`src/rtl/spi_slave_pkg.sv`:
```
// ---------------------------------------------------------------------------
// spi_slave_pkg
//   Shared definitions for the SPI mode-0 responder: default word geometry,
//   the fill word sent when no transmit data is ready, the SPI mode
//   constants and the FSM state encoding.
// ---------------------------------------------------------------------------
package spi_slave_pkg;

  // SPI mode 0: clock idles low, data is sampled on the rising edge.
  localparam logic SPI_CPOL = 1'b0;
  localparam logic SPI_CPHA = 1'b0;

  localparam int DATA_W_DEF = 8;
  localparam int CNT_W_DEF  = 8;
  localparam logic [DATA_W_DEF-1:0] FILL_WORD_DEF = 8'hFF;

  typedef enum logic [0:0] {
    ST_IDLE   = 1'b0,
    ST_ACTIVE = 1'b1
  } spi_state_e;

endpackage

```
`src/rtl/spi_slave_sync_edge.sv`:
```
// ---------------------------------------------------------------------------
// spi_slave_sync_edge
//   Brings one asynchronous SPI pin into the clk domain through a 2-flop
//   synchroniser, then keeps one history flop so edges can be detected on
//   the synchronised level.
// Ports
//   clk    in   system clock
//   reset  in   asynchronous active-low reset (flops load RST_VAL)
//   din    in   asynchronous pin
//   level  out  synchronised level
//   rise   out  one-cycle flag: synchronised level went 0 -> 1
//   fall   out  one-cycle flag: synchronised level went 1 -> 0
// ---------------------------------------------------------------------------
module spi_slave_sync_edge #(
  parameter logic RST_VAL = 1'b0
) (
  input  logic clk,
  input  logic reset,
  input  logic din,
  output logic level,
  output logic rise,
  output logic fall
);

  logic meta_r;
  logic sync_r;
  logic hist_r;

  // Two-stage synchroniser followed by the history stage used for edge detection.
  always_ff @(posedge clk or negedge reset) begin
    if (!reset) begin
      meta_r <= RST_VAL;
      sync_r <= RST_VAL;
      hist_r <= RST_VAL;
    end else begin
      meta_r <= din;
      sync_r <= meta_r;
      hist_r <= sync_r;
    end
  end

  assign level = sync_r;
  assign rise  = sync_r & ~hist_r;
  assign fall  = ~sync_r & hist_r;

endmodule

```
`src/rtl/spi_slave.sv`:
```
// ---------------------------------------------------------------------------
// spi_slave
//   SPI mode-0 responder (CPOL=0, CPHA=0, MSB first). SCK/CS_N/MOSI are
//   oversampled in the clk domain (fclk >= 8x fsck). Received words are
//   assembled on sclk rising edges; transmit words are shifted out on MISO on
//   sclk falling edges and reloaded from tx_data at every word boundary.
// Ports
//   clk, reset            system clock, asynchronous active-low reset
//   sclk, cs_n, mosi      asynchronous SPI pins from the master
//   miso, miso_oe         serial data to master and its output enable
//   rx_data, rx_valid     last complete received word, 1-clk update pulse
//   tx_data, tx_valid     next word to transmit and its freshness flag
//   tx_req                1-clk pulse: tx_data/tx_valid sampled this cycle
//   tx_underrun           1-clk pulse: load with tx_valid=0, FILL_WORD sent
//   word_cnt              complete words received in current frame (wraps)
//   frame_done, frame_err end-of-frame pulse; err set if frame ended mid-word
// ---------------------------------------------------------------------------
module spi_slave
  import spi_slave_pkg::*;
#(
  parameter int DATA_W = DATA_W_DEF,
  parameter int CNT_W  = CNT_W_DEF,
  parameter logic [DATA_W-1:0] FILL_WORD = FILL_WORD_DEF
) (
  input  logic              clk,
  input  logic              reset,
  input  logic              sclk,
  input  logic              cs_n,
  input  logic              mosi,
  output logic              miso,
  output logic              miso_oe,
  output logic [DATA_W-1:0] rx_data,
  output logic              rx_valid,
  input  logic [DATA_W-1:0] tx_data,
  input  logic              tx_valid,
  output logic              tx_req,
  output logic              tx_underrun,
  output logic [CNT_W-1:0]  word_cnt,
  output logic              frame_done,
  output logic              frame_err
);

  localparam int BIT_W = (DATA_W > 1) ? $clog2(DATA_W) : 1;
  localparam logic [BIT_W-1:0] LAST_BIT = BIT_W'(DATA_W - 1);

  // ---------------- input synchronisers ----------------
  logic sclk_lvl_s, sclk_rise_s, sclk_fall_s;
  logic cs_lvl_s, cs_rise_s, cs_fall_s;
  logic mosi_lvl_s;
  logic unused_mosi_rise_s, unused_mosi_fall_s;

  spi_slave_sync_edge #(.RST_VAL(1'b0)) u_sync_sclk (
    .clk   (clk),
    .reset (reset),
    .din   (sclk),
    .level (sclk_lvl_s),
    .rise  (sclk_rise_s),
    .fall  (sclk_fall_s)
  );

  spi_slave_sync_edge #(.RST_VAL(1'b1)) u_sync_cs (
    .clk   (clk),
    .reset (reset),
    .din   (cs_n),
    .level (cs_lvl_s),
    .rise  (cs_rise_s),
    .fall  (cs_fall_s)
  );

  spi_slave_sync_edge #(.RST_VAL(1'b0)) u_sync_mosi (
    .clk   (clk),
    .reset (reset),
    .din   (mosi),
    .level (mosi_lvl_s),
    .rise  (unused_mosi_rise_s),
    .fall  (unused_mosi_fall_s)
  );

  // ---------------- state ----------------
  spi_state_e state_r, state_nxt;

  logic [1:0]        flush_cnt_r, flush_cnt_nxt;
  logic              armed_r, armed_nxt;
  logic [BIT_W-1:0]  bit_cnt_r, bit_cnt_nxt;
  logic [CNT_W-1:0]  word_cnt_r, word_cnt_nxt;
  logic [DATA_W-1:0] tx_shift_r, tx_shift_nxt;
  logic [DATA_W-1:0] rx_shift_r, rx_shift_nxt;
  logic [DATA_W-1:0] rx_data_r, rx_data_nxt;
  logic              rx_valid_r, rx_valid_nxt;
  logic              tx_req_r, tx_req_nxt;
  logic              tx_underrun_r, tx_underrun_nxt;
  logic              frame_done_r, frame_done_nxt;
  logic              frame_err_r, frame_err_nxt;
  logic              miso_r, miso_nxt;
  logic              miso_oe_r, miso_oe_nxt;

  logic [DATA_W-1:0] load_word_s;
  logic [DATA_W-1:0] rx_word_s;
  logic              flush_done_s;

  assign load_word_s  = tx_valid ? tx_data : FILL_WORD;
  assign rx_word_s    = {rx_shift_r[DATA_W-2:0], mosi_lvl_s};
  // The synchroniser flops come out of reset holding cs_n=1, which is not a
  // real observation of the pin. Arming waits until the pipeline has been
  // refilled from the pin so a frame already running at reset release is
  // not mistaken for one that started after arming.
  assign flush_done_s = (flush_cnt_r == 2'd3);

  // Arming: pipeline flush counter and the sticky armed flag.
  always_comb begin
    flush_cnt_nxt = flush_cnt_r;
    armed_nxt     = armed_r;
    if (!flush_done_s) begin
      flush_cnt_nxt = flush_cnt_r + 2'd1;
    end else begin
      flush_cnt_nxt = flush_cnt_r;
    end
    if (flush_done_s && cs_lvl_s) begin
      armed_nxt = 1'b1;
    end else begin
      armed_nxt = armed_r;
    end
  end

  // Next-state and datapath decode for the frame FSM.
  always_comb begin
    state_nxt       = state_r;
    bit_cnt_nxt     = bit_cnt_r;
    word_cnt_nxt    = word_cnt_r;
    tx_shift_nxt    = tx_shift_r;
    rx_shift_nxt    = rx_shift_r;
    rx_data_nxt     = rx_data_r;
    rx_valid_nxt    = 1'b0;
    tx_req_nxt      = 1'b0;
    tx_underrun_nxt = 1'b0;
    frame_done_nxt  = 1'b0;
    frame_err_nxt   = 1'b0;
    miso_oe_nxt     = miso_oe_r;

    case (state_r)
      ST_IDLE: begin
        if (armed_r && cs_fall_s) begin
          state_nxt       = ST_ACTIVE;
          bit_cnt_nxt     = {BIT_W{1'b0}};
          word_cnt_nxt    = {CNT_W{1'b0}};
          tx_shift_nxt    = load_word_s;
          tx_req_nxt      = 1'b1;
          tx_underrun_nxt = ~tx_valid;
          miso_oe_nxt     = 1'b1;
        end else begin
          miso_oe_nxt     = 1'b0;
        end
      end
      ST_ACTIVE: begin
        // Chip-select release wins over any sclk edge seen in the same cycle.
        if (cs_rise_s) begin
          state_nxt      = ST_IDLE;
          frame_done_nxt = 1'b1;
          frame_err_nxt  = (bit_cnt_r != {BIT_W{1'b0}});
          miso_oe_nxt    = 1'b0;
        end else if (sclk_rise_s) begin
          rx_shift_nxt = rx_word_s;
          if (bit_cnt_r == LAST_BIT) begin
            rx_data_nxt  = rx_word_s;
            rx_valid_nxt = 1'b1;
            word_cnt_nxt = word_cnt_r + CNT_W'(1);
            bit_cnt_nxt  = {BIT_W{1'b0}};
          end else begin
            bit_cnt_nxt  = bit_cnt_r + BIT_W'(1);
          end
        end else if (sclk_fall_s) begin
          // bit_cnt==0 on a falling edge means a whole word was just sampled.
          if (bit_cnt_r == {BIT_W{1'b0}}) begin
            tx_shift_nxt    = load_word_s;
            tx_req_nxt      = 1'b1;
            tx_underrun_nxt = ~tx_valid;
          end else begin
            tx_shift_nxt    = {tx_shift_r[DATA_W-2:0], 1'b0};
          end
        end else begin
          state_nxt = ST_ACTIVE;
        end
      end
      default: begin
        state_nxt   = ST_IDLE;
        miso_oe_nxt = 1'b0;
      end
    endcase

    // MISO follows the MSB of the shift register that will be current.
    if (state_nxt == ST_ACTIVE) begin
      miso_nxt = tx_shift_nxt[DATA_W-1];
    end else begin
      miso_nxt = 1'b0;
    end
  end

  // FSM state register.
  always_ff @(posedge clk or negedge reset) begin
    if (!reset) begin
      state_r <= ST_IDLE;
    end else begin
      state_r <= state_nxt;
    end
  end

  // Datapath, counters and registered outputs.
  always_ff @(posedge clk or negedge reset) begin
    if (!reset) begin
      flush_cnt_r   <= 2'd0;
      armed_r       <= 1'b0;
      bit_cnt_r     <= {BIT_W{1'b0}};
      word_cnt_r    <= {CNT_W{1'b0}};
      tx_shift_r    <= {DATA_W{1'b0}};
      rx_shift_r    <= {DATA_W{1'b0}};
      rx_data_r     <= {DATA_W{1'b0}};
      rx_valid_r    <= 1'b0;
      tx_req_r      <= 1'b0;
      tx_underrun_r <= 1'b0;
      frame_done_r  <= 1'b0;
      frame_err_r   <= 1'b0;
      miso_r        <= 1'b0;
      miso_oe_r     <= 1'b0;
    end else begin
      flush_cnt_r   <= flush_cnt_nxt;
      armed_r       <= armed_nxt;
      bit_cnt_r     <= bit_cnt_nxt;
      word_cnt_r    <= word_cnt_nxt;
      tx_shift_r    <= tx_shift_nxt;
      rx_shift_r    <= rx_shift_nxt;
      rx_data_r     <= rx_data_nxt;
      rx_valid_r    <= rx_valid_nxt;
      tx_req_r      <= tx_req_nxt;
      tx_underrun_r <= tx_underrun_nxt;
      frame_done_r  <= frame_done_nxt;
      frame_err_r   <= frame_err_nxt;
      miso_r        <= miso_nxt;
      miso_oe_r     <= miso_oe_nxt;
    end
  end

  assign miso        = miso_r;
  assign miso_oe     = miso_oe_r;
  assign rx_data     = rx_data_r;
  assign rx_valid    = rx_valid_r;
  assign tx_req      = tx_req_r;
  assign tx_underrun = tx_underrun_r;
  assign word_cnt    = word_cnt_r;
  assign frame_done  = frame_done_r;
  assign frame_err   = frame_err_r;

endmodule

```
`config.mk`:
```
export PLATFORM = sky130hd
export DESIGN_NAME = spi_slave
export DESIGN_NICKNAME = d
export VERILOG_FILES = /design/src/rtl/spi_slave_pkg.sv /design/src/rtl/spi_slave_sync_edge.sv /design/src/rtl/spi_slave.sv
export SDC_FILE = /design/constraint.sdc
export NUM_CORES = 1
export LEC_CHECK = 0
export ABC_CLOCK_PERIOD_IN_PS = 2350
export BUFFER_PORTS_ARGS = -buffer_cell sky130_fd_sc_hd__buf_2
export CORE_AREA = 2 2 69 71
export CTS_CLUSTER_SIZE = 8
export DETAILED_ROUTE_END_ITERATION = 6
export DIE_AREA = 0 0 71 73
export PLACE_DENSITY_LB_ADDON = 0.25
export SETUP_SLACK_MARGIN = 0.3
export SLEW_MARGIN = 15
export SYNTH_ARGS = -nofsm -noshare
export SYNTH_HDL_FRONTEND = slang
export SYNTH_SLANG_ARGS = --single-unit
```
`constraint.sdc`:
```
create_clock -name clk -period 2.35 [get_ports clk]
set_clock_uncertainty 0.15 [all_clocks]
set_input_delay 0.235 -clock clk [delete_from_list [all_inputs] [get_ports clk]]
set_output_delay 0.235 -clock clk [all_outputs]
set_load 0.02 [all_outputs]
```
==> impl_metrics.ini, run 1 <==
[setup_path]
rr_worst_depth = 6
crit_chain = ha_1 -> ha_1 -> and3b_2 -> nand3_4 -> or4_1 -> nand2_1
end_kind = flip-flop
r2r_slack_ns = 0.38
cp_slowest_stage_delay_ns = 0.52
crit_buf_inv = 0
crit_start = bit_cnt_r[0]$_DFFE_PN0P_
worstPathRequired_ns = 2.45
cp.arrival_ns = 2.07
crit_path_frequent_cell = ha_1
slowest_stage = or4_1
critPathMaxFanout = 12
r2r_start = bit_cnt_r[0]$_DFFE_PN0P_
timing.rr.end = word_cnt[3]$_DFFE_PN0P_
critPathLaunchType = flip-flop
worstSetupEndpoint = word_cnt[3]$_DFFE_PN0P_
critical_path_depth = 6
critPathTopFamily = simple AND/OR/NAND/NOR gates
crit_type = flip-flop to flip-flop

[detailed_routing]
num_vias = 1619
viasPerCell = 5.40
drt_iter0_markers = 61
drcViolationCount = 0
drtPass1Iterations = 4
ant_nets = 0
post_drt_wl_per_cell_um = 13.7
wirelength_um = 4110

[placed_design]
dpl-instance-area_mm2 = 0.00253
place_hpwl_um = 2790
gp_congestion = 0.817
io_buffers = 36
place_inst = 285

[floorplanning]
row_count = 25
die_width_um = 71
die_y_um = 73
initial_core_util_pct = 51.4
dieArea_mm2 = 0.00518
core_mm2 = 0.00454
ios = 37

[global_route]
gr-total-overflow = 0
grt_max_degree = 54
grt_pass1_wl_um = 6800
antenna_found_initial = 0
grt_pass1_vias = 1512
track_usage_pct = 16.7

[clock_tree]
cts.path.max_buffers = 2
insertion_delay_ns = 0.31
numCtsBuffers = 5
cts_root_buffer = clkbuf_8
cts.sinks = 53
clkTransAtPathRegs_ns = 0.09
cts_tree = done
htree_levels = 2

[final_layout]
final-instance-count-excl-fill = 300
multi_input_area_um2 = 910
stdcell_area_mm2 = 0.00271
area_delta_synth_final_pct = 16.0
fill_cells = 377
antenna_cells = 0
ff_latch_area_mm2 = 0.00133
layout.nets = 264
drive_gt1_share_pct = 30.1

[power_and_ir_drop]
p_int_mw = 1.63
p_comb_share_pct = 23.4
power.share.switching_pct = 30.0
power_frac_seq_pct = 52.3
p_clk_share_pct = 24.3
p_switching_mw = 0.698
ir_drop_uv = 593
leakage_nw = 1.36
p_per_area_mw_per_mm2 = 860

[synth]
synth_cells = 201
synthesis.area_mm2 = 0.00233
yosysSeqAreaShare_pct = 57.1
async_reset_ff_share_pct = 100
synth-simple-area-share_pct = 20.0
synth_area_per_cell_um2 = 11.6
synth-compound-area-share_pct = 8.00
synth_most_common_cell = dfrtp_1
synth.largest_area_cell = dfrtp_1
synthFlopType = dfrtp_1
synth_cell_types = 42
yosys_warnings = 0
synthXorXnorAreaFrac_pct = 0.376
synth_top_area_share_pct = 53.7
synth_fa_ha_area_share_pct = 2.68
synth_top_family_by_area = simple AND/OR/NAND/NOR gates
syn_nets = 220
muxShareOfSynthArea_pct = 7.30
synth_area_leaders = dfrtp_1, nand2_1, mux2_2, mux2i_1, dfstp_2
synthTopCellsByCount = dfrtp_1, nand2_1, nor2_1
ys_seq_elements = 53
synth_edf_count = 0

[run_status]
run_status = finished, final reports clean

[sta]
hold_viol_final = 0
totalNegativeSetupSlack_ns = 0
period_minus_slack_ns = 1.97
timing.hold.ws_ns = 0.0623
fmax_mhz = 507
finalSetupViolCount = 0
period_share_pct = 83.9
rsz0062_at_grt = true
slew_viol_final = 0
tightest_slew_ns = 0.635
slew_headroom_pct = 57.7

[worst_hold_path]
hp-class = primary input to flip-flop

[run]
cap_violations = 0
[placed cells by master (no fill, tap or decap), types with 2 or more instances in the layout]
cell type	synthesis	routed
inv_1	6	5
buf_4	0	5
mux2_2	8	8
dfstp_2	3	3
or3_1	3	3
nor3_1	2	2
clkbuf_8	1	7
nand3_4	2	2
dfrtp_1	50	50
o211ai_1	2	2
ha_1	5	5
a221o_1	6	6
o21ai_0	5	5
buf_2	3	36
nand4_1	2	2
nor2b_1	3	2
nor2_1	10	10
nand2b_1	8	7
dlygate4sd3_1	0	4
a41oi_1	2	2
mux2i_1	8	8
nand3_1	7	7
or4_1	2	2
nand2_1	36	36
a21oi_1	4	4
[power groups by stage]
stage	logic, mW	registers (mW)	clock network [mW]
floorplan	0.349	1.25	0
global placement	0.517	1.23	0
finish	0.545	1.22	0.566
CTS	0.535	1.22	0.579
detailed placement	0.525	1.23	0
global route	0.618	1.24	0.612
[sequential cells by signal (all words and copies together) (netlist names)]
signal              flops
frame_done              1
tx_shift_r              8
u_sync_cs.meta_r        1
u_sync_cs.hist_r        1
rx_data                 8
u_sync_sclk.meta_r      1
word_cnt                8
flush_cnt_r             2
miso_oe                 1
tx_underrun             1
bit_cnt_r               3
u_sync_cs.level         1
frame_err               1
u_sync_mosi.meta_r      1
miso                    1
u_sync_sclk.level       1
rx_shift_r              7
state_r                 1
u_sync_mosi.level       1
armed_r                 1
rx_valid                1
u_sync_sclk.hist_r      1
tx_req                  1
[layout make-up]
| type | count | share of cell area (%) |
|---|---|---|
| Multi-Input combinational cell | 132 | 33.6 |
| Inverter | 7 | 1.11 |
| Tap cell | 54 | 2.50 |
| Clock buffer | 7 | 3.56 |
| Timing Repair Buffer | 45 | 9.53 |
| Sequential cell | 53 | 49.2 |
| Timing Repair inverter | 1 | 0.185 |
| Clock inverter | 1 | 0.324 |
[worst min path at each step]
stage / slack, ns / cells past startpoint / endpoint / start
after floorplan: -0.21 / 0 / armed_r$_DFFE_PN0P_ / reset
after global placement: 0.18 / 0 / u_sync_sclk.level$_DFF_PN0_ / u_sync_sclk.meta_r$_DFF_PN0_
after detailed placement: 0.19 / 0 / u_sync_mosi.level$_DFF_PN0_ / u_sync_mosi.meta_r$_DFF_PN0_
after CTS: 0.05 / 2 / tx_underrun$_DFF_PN0_ / tx_valid
after global routing: 0.08 / 3 / tx_shift_r[0]$_DFFE_PN0P_ / tx_data[0]
final: 0.06 / 2 / tx_underrun$_DFF_PN0_ / tx_valid
[cell families (layout without fill, tap and decap cells)]
kind of cell,after synthesis,count (layout)
AO/OA/AOI/OAI,25,25
multiplexers,16,16
flip-flops,53,53
buffers and inverters,17,61
XOR/XNOR,1,1
adder cells (fa/ha/maj),5,5
AND/OR/NAND/NOR,84,85
[through the flow]
stage | util (%) | setup WS, ns | total power, mW
4_1_cts | 58.9 | 0.307 | 2.33
5_1_grt | 59.6 | 0.277 | 2.47
3_5_place_dp | 55.7 | 0.336 | 1.76
6_report | 59.6 | 0.378 | 2.33
2_1_floorplan | - | 0.533 | 1.60
3_3_place_gp | 55.7 | 0.374 | 1.74
[routing by layer]
| metal | GRT usage, % | wire length, um |
|---|---|---|
| met1 | 20.9 | 1900 |
| met2 | 28.1 | 1940 |
| met3 | 4.42 | 215 |
| met4 | 6.29 | 61 |
| met5 | 0 | 0 |
[what timing repair did]
| item | in CTS | in global routing |
|---|---|---|
| gates resized for setup | 0 | 4 |
| endpoints found under the hold margin | 53 | 0 |
| setup endpoints to repair | 0 | 21 |
| hold buffers | 4 | 0 |
| setup buffers | 0 | 1 |
Power figures use the tool's default switching activity.
==> run 2: changes to the inputs <==
--- a/config.mk
+++ b/config.mk
@@ -5,7 +5,7 @@
 export SDC_FILE = /design/constraint.sdc
 export NUM_CORES = 1
 export LEC_CHECK = 0
-export ABC_CLOCK_PERIOD_IN_PS = 2350
+export ABC_CLOCK_PERIOD_IN_PS = 1990
 export BUFFER_PORTS_ARGS = -buffer_cell sky130_fd_sc_hd__buf_2
 export CORE_AREA = 2 2 69 71
 export CTS_CLUSTER_SIZE = 8
==> constraint.sdc (replaced) <==
create_clock -name clk -period 1.99 [get_ports clk]
set_clock_uncertainty 0.15 [all_clocks]
set_input_delay 0.199 -clock clk [delete_from_list [all_inputs] [get_ports clk]]
set_output_delay 0.199 -clock clk [all_outputs]
set_load 0.02 [all_outputs]
==> run 2 against run 1 <==
Count of clock-buffer cells in the layout shrank 2. Clock power grew 31%. Power grew 30%. Non-clock buffer count grew 17. First-iteration DRC count grew 43%. Sequential share of layout area shrank 5.1 points. Hold slack lost 0.054 ns. Via count grew 3.2%. Flip-flop and latch count is the same. Register-to-register slack lost 0.16 ns. Critical path type unchanged. Critical endpoint is now word_cnt[4]$_DFFE_PN0P_. Largest power group unchanged.
==> impl_metrics.ini, run 2 (synthesis results as in run 1) <==
[run_status]
run_status = finished, final reports clean

[sta]
hold_viol_final = 0
rsz0062_at_grt = true
totalNegativeSetupSlack_ns = 0
setup_slack_ns = 0.214
slew_headroom_pct = 76.6
period_minus_slack_ns = 1.78
slew_viol_final = 0
timing.hold.ws_ns = 0.00817
period_share_pct = 89.3
fmax_mhz = 563
finalSetupViolCount = 0
tightest_slew_ns = 0.351

[setup_path]
cp_slowest_stage_delay_ns = 0.43
crit_type = flip-flop to flip-flop
end_kind = flip-flop
critPathMaxFanout = 5
critPathLaunchType = flip-flop
critPathTopFamily = simple AND/OR/NAND/NOR gates
crit_start = bit_cnt_r[1]$_DFFE_PN0P_
cp.arrival_ns = 1.87
critical_path_depth = 6
crit_chain = ha_4 -> ha_4 -> and3b_2 -> nand3_4 -> or3_1 -> a21oi_2
rr_worst_depth = 6
worstPathRequired_ns = 2.09
slowest_stage = dfrtp_1
crit_buf_inv = 0
timing.rr.end = word_cnt[4]$_DFFE_PN0P_
r2r_slack_ns = 0.21
r2r_start = bit_cnt_r[1]$_DFFE_PN0P_
worstSetupEndpoint = word_cnt[4]$_DFFE_PN0P_
crit_path_frequent_cell = ha_4

[power_and_ir_drop]
power_frac_seq_pct = 48.4
power.share.switching_pct = 30.4
p_per_area_mw_per_mm2 = 1000
ir_drop_uv = 721
power_mw = 3.03
p_clk_share_pct = 24.5
leakage_nw = 1.48
p_int_mw = 2.11
p_comb_share_pct = 27.1
p_switching_mw = 0.920

[detailed_routing]
drcViolationCount = 0
ant_nets = 0
drt_iter0_markers = 87
wirelength_um = 4520
num_vias = 1670
viasPerCell = 5.28
post_drt_wl_per_cell_um = 14.3
drtPass1Iterations = 4

[floorplanning]
ios = 37
die_width_um = 71
row_count = 25
initial_core_util_pct = 51.4
die_y_um = 73
core_mm2 = 0.00454
dieArea_mm2 = 0.00518

[global_route]
grt_pass1_vias = 1600
gr-total-overflow = 0
antenna_found_initial = 0
grt_pass1_wl_um = 7650
track_usage_pct = 19.1
grt_max_degree = 45

[final_layout]
area_delta_synth_final_pct = 29.7
final_cell_mix = dfrtp_1, buf_2, nand2_1
fill_cells = 339
layout.nets = 280
layout_commonest_cell = dfrtp_1
drive_gt1_share_pct = 43.5
multi_input_area_mm2 = 0.00105
ff_latch_area_mm2 = 0.00133
antenna_cells = 0
final-instance-count-excl-fill = 316

[placed_design]
place_inst = 289
io_buffers = 36
gp_congestion = 0.760
place_hpwl_um = 2800
pre_cts_ws_ns = 0.156

[clock_tree]
insertion_delay_ns = 0.31
cts_root_buffer = clkbuf_8
numCtsBuffers = 5
clkTransAtPathRegs_ns = 0.10
cts.sinks = 53
cts.path.max_buffers = 2
htree_levels = 2
cts_tree = done

[run]
cap_violations = 0

[worst_hold_path]
hp-class = primary input to flip-flop
## run 2: cell types whose count changed in the layout (fill, tap and decap cells not counted), moves of 3 or more
cell	before	now
buf_4	5	15
buf_6	0	4
ha_1	5	2
nand2_1	36	23
nand2_2	0	8
nand2_4	0	5
o21ai_0	5	2
## run 2: cell type report
| cell class | count | area share (%) |
|---|---|---|
| Multi-Input combinational cell | 132 | 34.8 |
| Tap cell | 54 | 2.23 |
| Sequential cell | 53 | 44.0 |
| Timing Repair Buffer | 62 | 14.3 |
| Inverter | 7 | 0.869 |
| Clock buffer | 5 | 2.28 |
| Clock inverter | 3 | 1.53 |
## run 2: routing by layer
layer	track usage [%]	routed length (um)	vias to the layer above
met5	0	0	-
met4	6.92	70	0
met1	26.2	2110	812
met2	30.5	2180	34
li1	-	-	818
met3	3.73	168	6
## run 2: what timing repair did
action / in CTS / in global routing
endpoints found under the setup margin: 26 / 26
pin swaps: 6 / 22
hold buffers: 4 / 0
setup buffers: 10 / 4
resized for setup: 9 / 35
hold endpoints to repair: 55 / 0
gates cloned: 1 / 0
## run 2: worst min path at each step
stage          cells past startpoint     start  slack [ns]                          to
5_1_grt                            2  tx_valid       0.008       tx_underrun$_DFF_PN0_
3_5_place_dp                       1     reset       -0.05  flush_cnt_r[1]$_DFFE_PN0P_
6_report                           2  tx_valid       0.008       tx_underrun$_DFF_PN0_
4_1_cts                            2  tx_valid       0.004       tx_underrun$_DFF_PN0_
3_3_place_gp                       1     reset       -0.06   tx_shift_r[3]$_DFFE_PN0P_
2_1_floorplan                      0     reset       -0.25         armed_r$_DFFE_PN0P_
## run 2: per-stage QoR
| step | area (um2) | utilization (%) |
|---|---|---|
| 2_1_floorplan | 2380 | - |
| 3_3_place_gp | 2610 | 57.5 |
| 3_5_place_dp | 2610 | 57.5 |
| 4_1_cts | 2870 | 63.3 |
| 5_1_grt | 3020 | 66.7 |
| 6_report | 3020 | 66.7 |
## run 2: power groups by stage
stage / Combinational [mW] / Clock [mW] / Sequential [mW]
floorplan: 0.447 / 0 / 1.49
global placement: 0.638 / 0 / 1.46
detailed placement: 0.656 / 0 / 1.46
CTS: 0.735 / 0.752 / 1.43
global route: 0.905 / 0.801 / 1.49
finish: 0.819 / 0.741 / 1.47
==> run 3: changes to the inputs <==
--- a/config.mk
+++ b/config.mk
@@ -11,7 +11,7 @@
 export CTS_CLUSTER_SIZE = 8
 export DETAILED_ROUTE_END_ITERATION = 6
 export DIE_AREA = 0 0 71 73
-export PLACE_DENSITY_LB_ADDON = 0.25
+export PLACE_DENSITY = 0.75
 export SETUP_SLACK_MARGIN = 0.3
 export SLEW_MARGIN = 15
 export SYNTH_ARGS = -nofsm -noshare
==> run 3 against run 2 <==
Count of clock-buffer cells in the layout rose by 1. Combinational power shrank 2%. Power shrank 6.1%. First-iteration DRC count up 54%. Fmax down 0.59%. Flip-flop and latch count unchanged.
==> impl_metrics.ini, run 3 (synthesis results as in run 1) <==
[setup_path]
end_kind = flip-flop
crit_buf_inv = 0
cp.arrival_ns = 1.87
critPathMaxFanout = 6
cp_slowest_stage_delay_ns = 0.41
critPathTopFamily = simple AND/OR/NAND/NOR gates
slowest_stage = dfrtp_1
worstPathRequired_ns = 2.07
crit_type = flip-flop to flip-flop
critPathLaunchType = flip-flop
crit_chain = ha_2 -> ha_4 -> and3b_2 -> nand3_4 -> or3_4 -> a21oi_2

[clock_tree]
clkTransAtPathRegs_ns = 0.09
htree_levels = 2
cts.sinks = 53
cts.path.max_buffers = 2
cts_root_buffer = clkbuf_8
numCtsBuffers = 5
cts_tree = done
insertion_delay_ns = 0.30

[global_route]
use_met1_pct = 22.9
gr-total-overflow = 0
track_usage_pct = 18.8
grt_pass1_wl_um = 7640
globalRouteMet3Util_pct = 4.56
grt_max_degree = 31
grt_pass1_vias = 1663
gr-usage-met2_pct = 32.2
antenna_found_initial = 0
busiest_layer = met2

[sta]
slew_headroom_pct = 62.3
slew_viol_final = 0
rsz0062_at_grt = true
hold_viol_final = 0
period_minus_slack_ns = 1.79
finalSetupViolCount = 0
period_share_pct = 89.8
tightest_slew_ns = 0.566
totalNegativeSetupSlack_ns = 0
fmax_mhz = 560

[final_layout]
area_delta_synth_final_pct = 25.6
final-instance-count-excl-fill = 315
drive_gt1_share_pct = 39.5
antenna_cells = 0
final_cell_mix = dfrtp_1, buf_2, nand2_1
fill_cells = 344
ff_latch_area_mm2 = 0.00133
multi_input_area_um2 = 997
layout.nets = 280
layout_commonest_cell = dfrtp_1

[run]
cap_violations = 0

[worst_hold_path]
hp-class = primary input to flip-flop

[detailed_routing]
post_drt_wl_per_cell_um = 14.0
ant_nets = 0
drcViolationCount = 0
drtPass1Iterations = 4
wirelength_um = 4420
drt_iter0_markers = 134
num_vias = 1674
viasPerCell = 5.31

[floorplanning]
die_y_um = 73
ios = 37
core_mm2 = 0.00454
row_count = 25
initial_core_util_pct = 51.4
dieArea_mm2 = 0.00518
die_width_um = 71

[placed_design]
gp_congestion = 0.834
place_hpwl_um = 2860
io_buffers = 36
place_inst = 290

[power_and_ir_drop]
p_per_area_mw_per_mm2 = 970
leakage_nw = 1.46
ir_drop_uv = 714

[run_status]
run_status = finished, final reports clean
-- run 3: cell count changes in the layout (fill, tap and decap cells not counted), sizes merged --
cell	change
clkinv	-1
bufinv	-1
clkbuf	+1
-- run 3: metrics by stage --
step	power [mW]	hold WS (ns)	setup WS (ns)	cell area (um2)	utilization, %
finish	2.84	0.00589	0.203	2930	64.6
global route	3.02	0.0179	0.146	2930	64.6
CTS	2.78	0.00380	0.223	2840	62.6
detailed placement	2.13	0.0757	0.170	2620	57.7
global placement	2.10	0.0672	0.235	2620	57.7
floorplan	1.93	-0.247	0.246	2380	-
-- run 3: worst paths after layout --
path	depth (start not counted)	end	startpoint	slack, ns
max	6	word_cnt[6]$_DFFE_PN0P_	bit_cnt_r[0]$_DFFE_PN0P_	0.20
min	2	tx_underrun$_DFF_PN0_	tx_valid	0.006
min in group asynchronous	2	word_cnt[3]$_DFFE_PN0P_	reset	0.27
max in group asynchronous	3	bit_cnt_r[1]$_DFFE_PN0P_	reset	0.88
max reg2reg	6	word_cnt[6]$_DFFE_PN0P_	bit_cnt_r[0]$_DFFE_PN0P_	0.20
min reg2reg	0	u_sync_sclk.level$_DFF_PN0_	u_sync_sclk.meta_r$_DFF_PN0_	0.21
-- run 3: cell type report --
| class | instances | share of cell area [%] |
|---|---|---|
| clock buffers | 6 | 2.82 |
| repair buffers | 62 | 14.2 |
| multi-input cells | 132 | 34.1 |
| flip-flops and latches | 53 | 45.4 |
| well taps | 54 | 2.31 |
| clock inverters | 1 | 0.256 |
| inverters | 7 | 0.897 |
-- run 3: report_power, final --
group / total, mW / internal [mW] / switching [mW] / leakage [nW]
combinational: 0.799 / 0.419 / 0.380 / 0.756
sequential: 1.44 / 1.29 / 0.150 / 0.665
clock: 0.604 / 0.275 / 0.329 / 0.0433
total: 2.84 / 1.98 / 0.858 / 1.46
-- run 3: worst reg2reg max path, delay by kind of cell, from the launching register on --
kind | cells | cell delay (ns)
AND/OR/NAND/NOR | 3 | 0.66
adder cells (fa/ha/maj) | 2 | 0.35
AO/OA/AOI/OAI | 1 | 0.14
flip-flops | 1 | 0.41
-- run 3: repair_timing --
action,in CTS,in global routing
buffers inserted,10,2
endpoints found under the hold margin,23,0
pin swaps,3,4
gates resized for setup,3,18
hold buffers,4,0
cloned,1,1
endpoints found under the setup margin,29,33
-- run 3: layer usage --
layer / share of wire, % / wire (um)
met5: 0 / 0
met2: 50 / 2230
met3: 3.9 / 173
met1: 43 / 1920
met4: 2.2 / 97
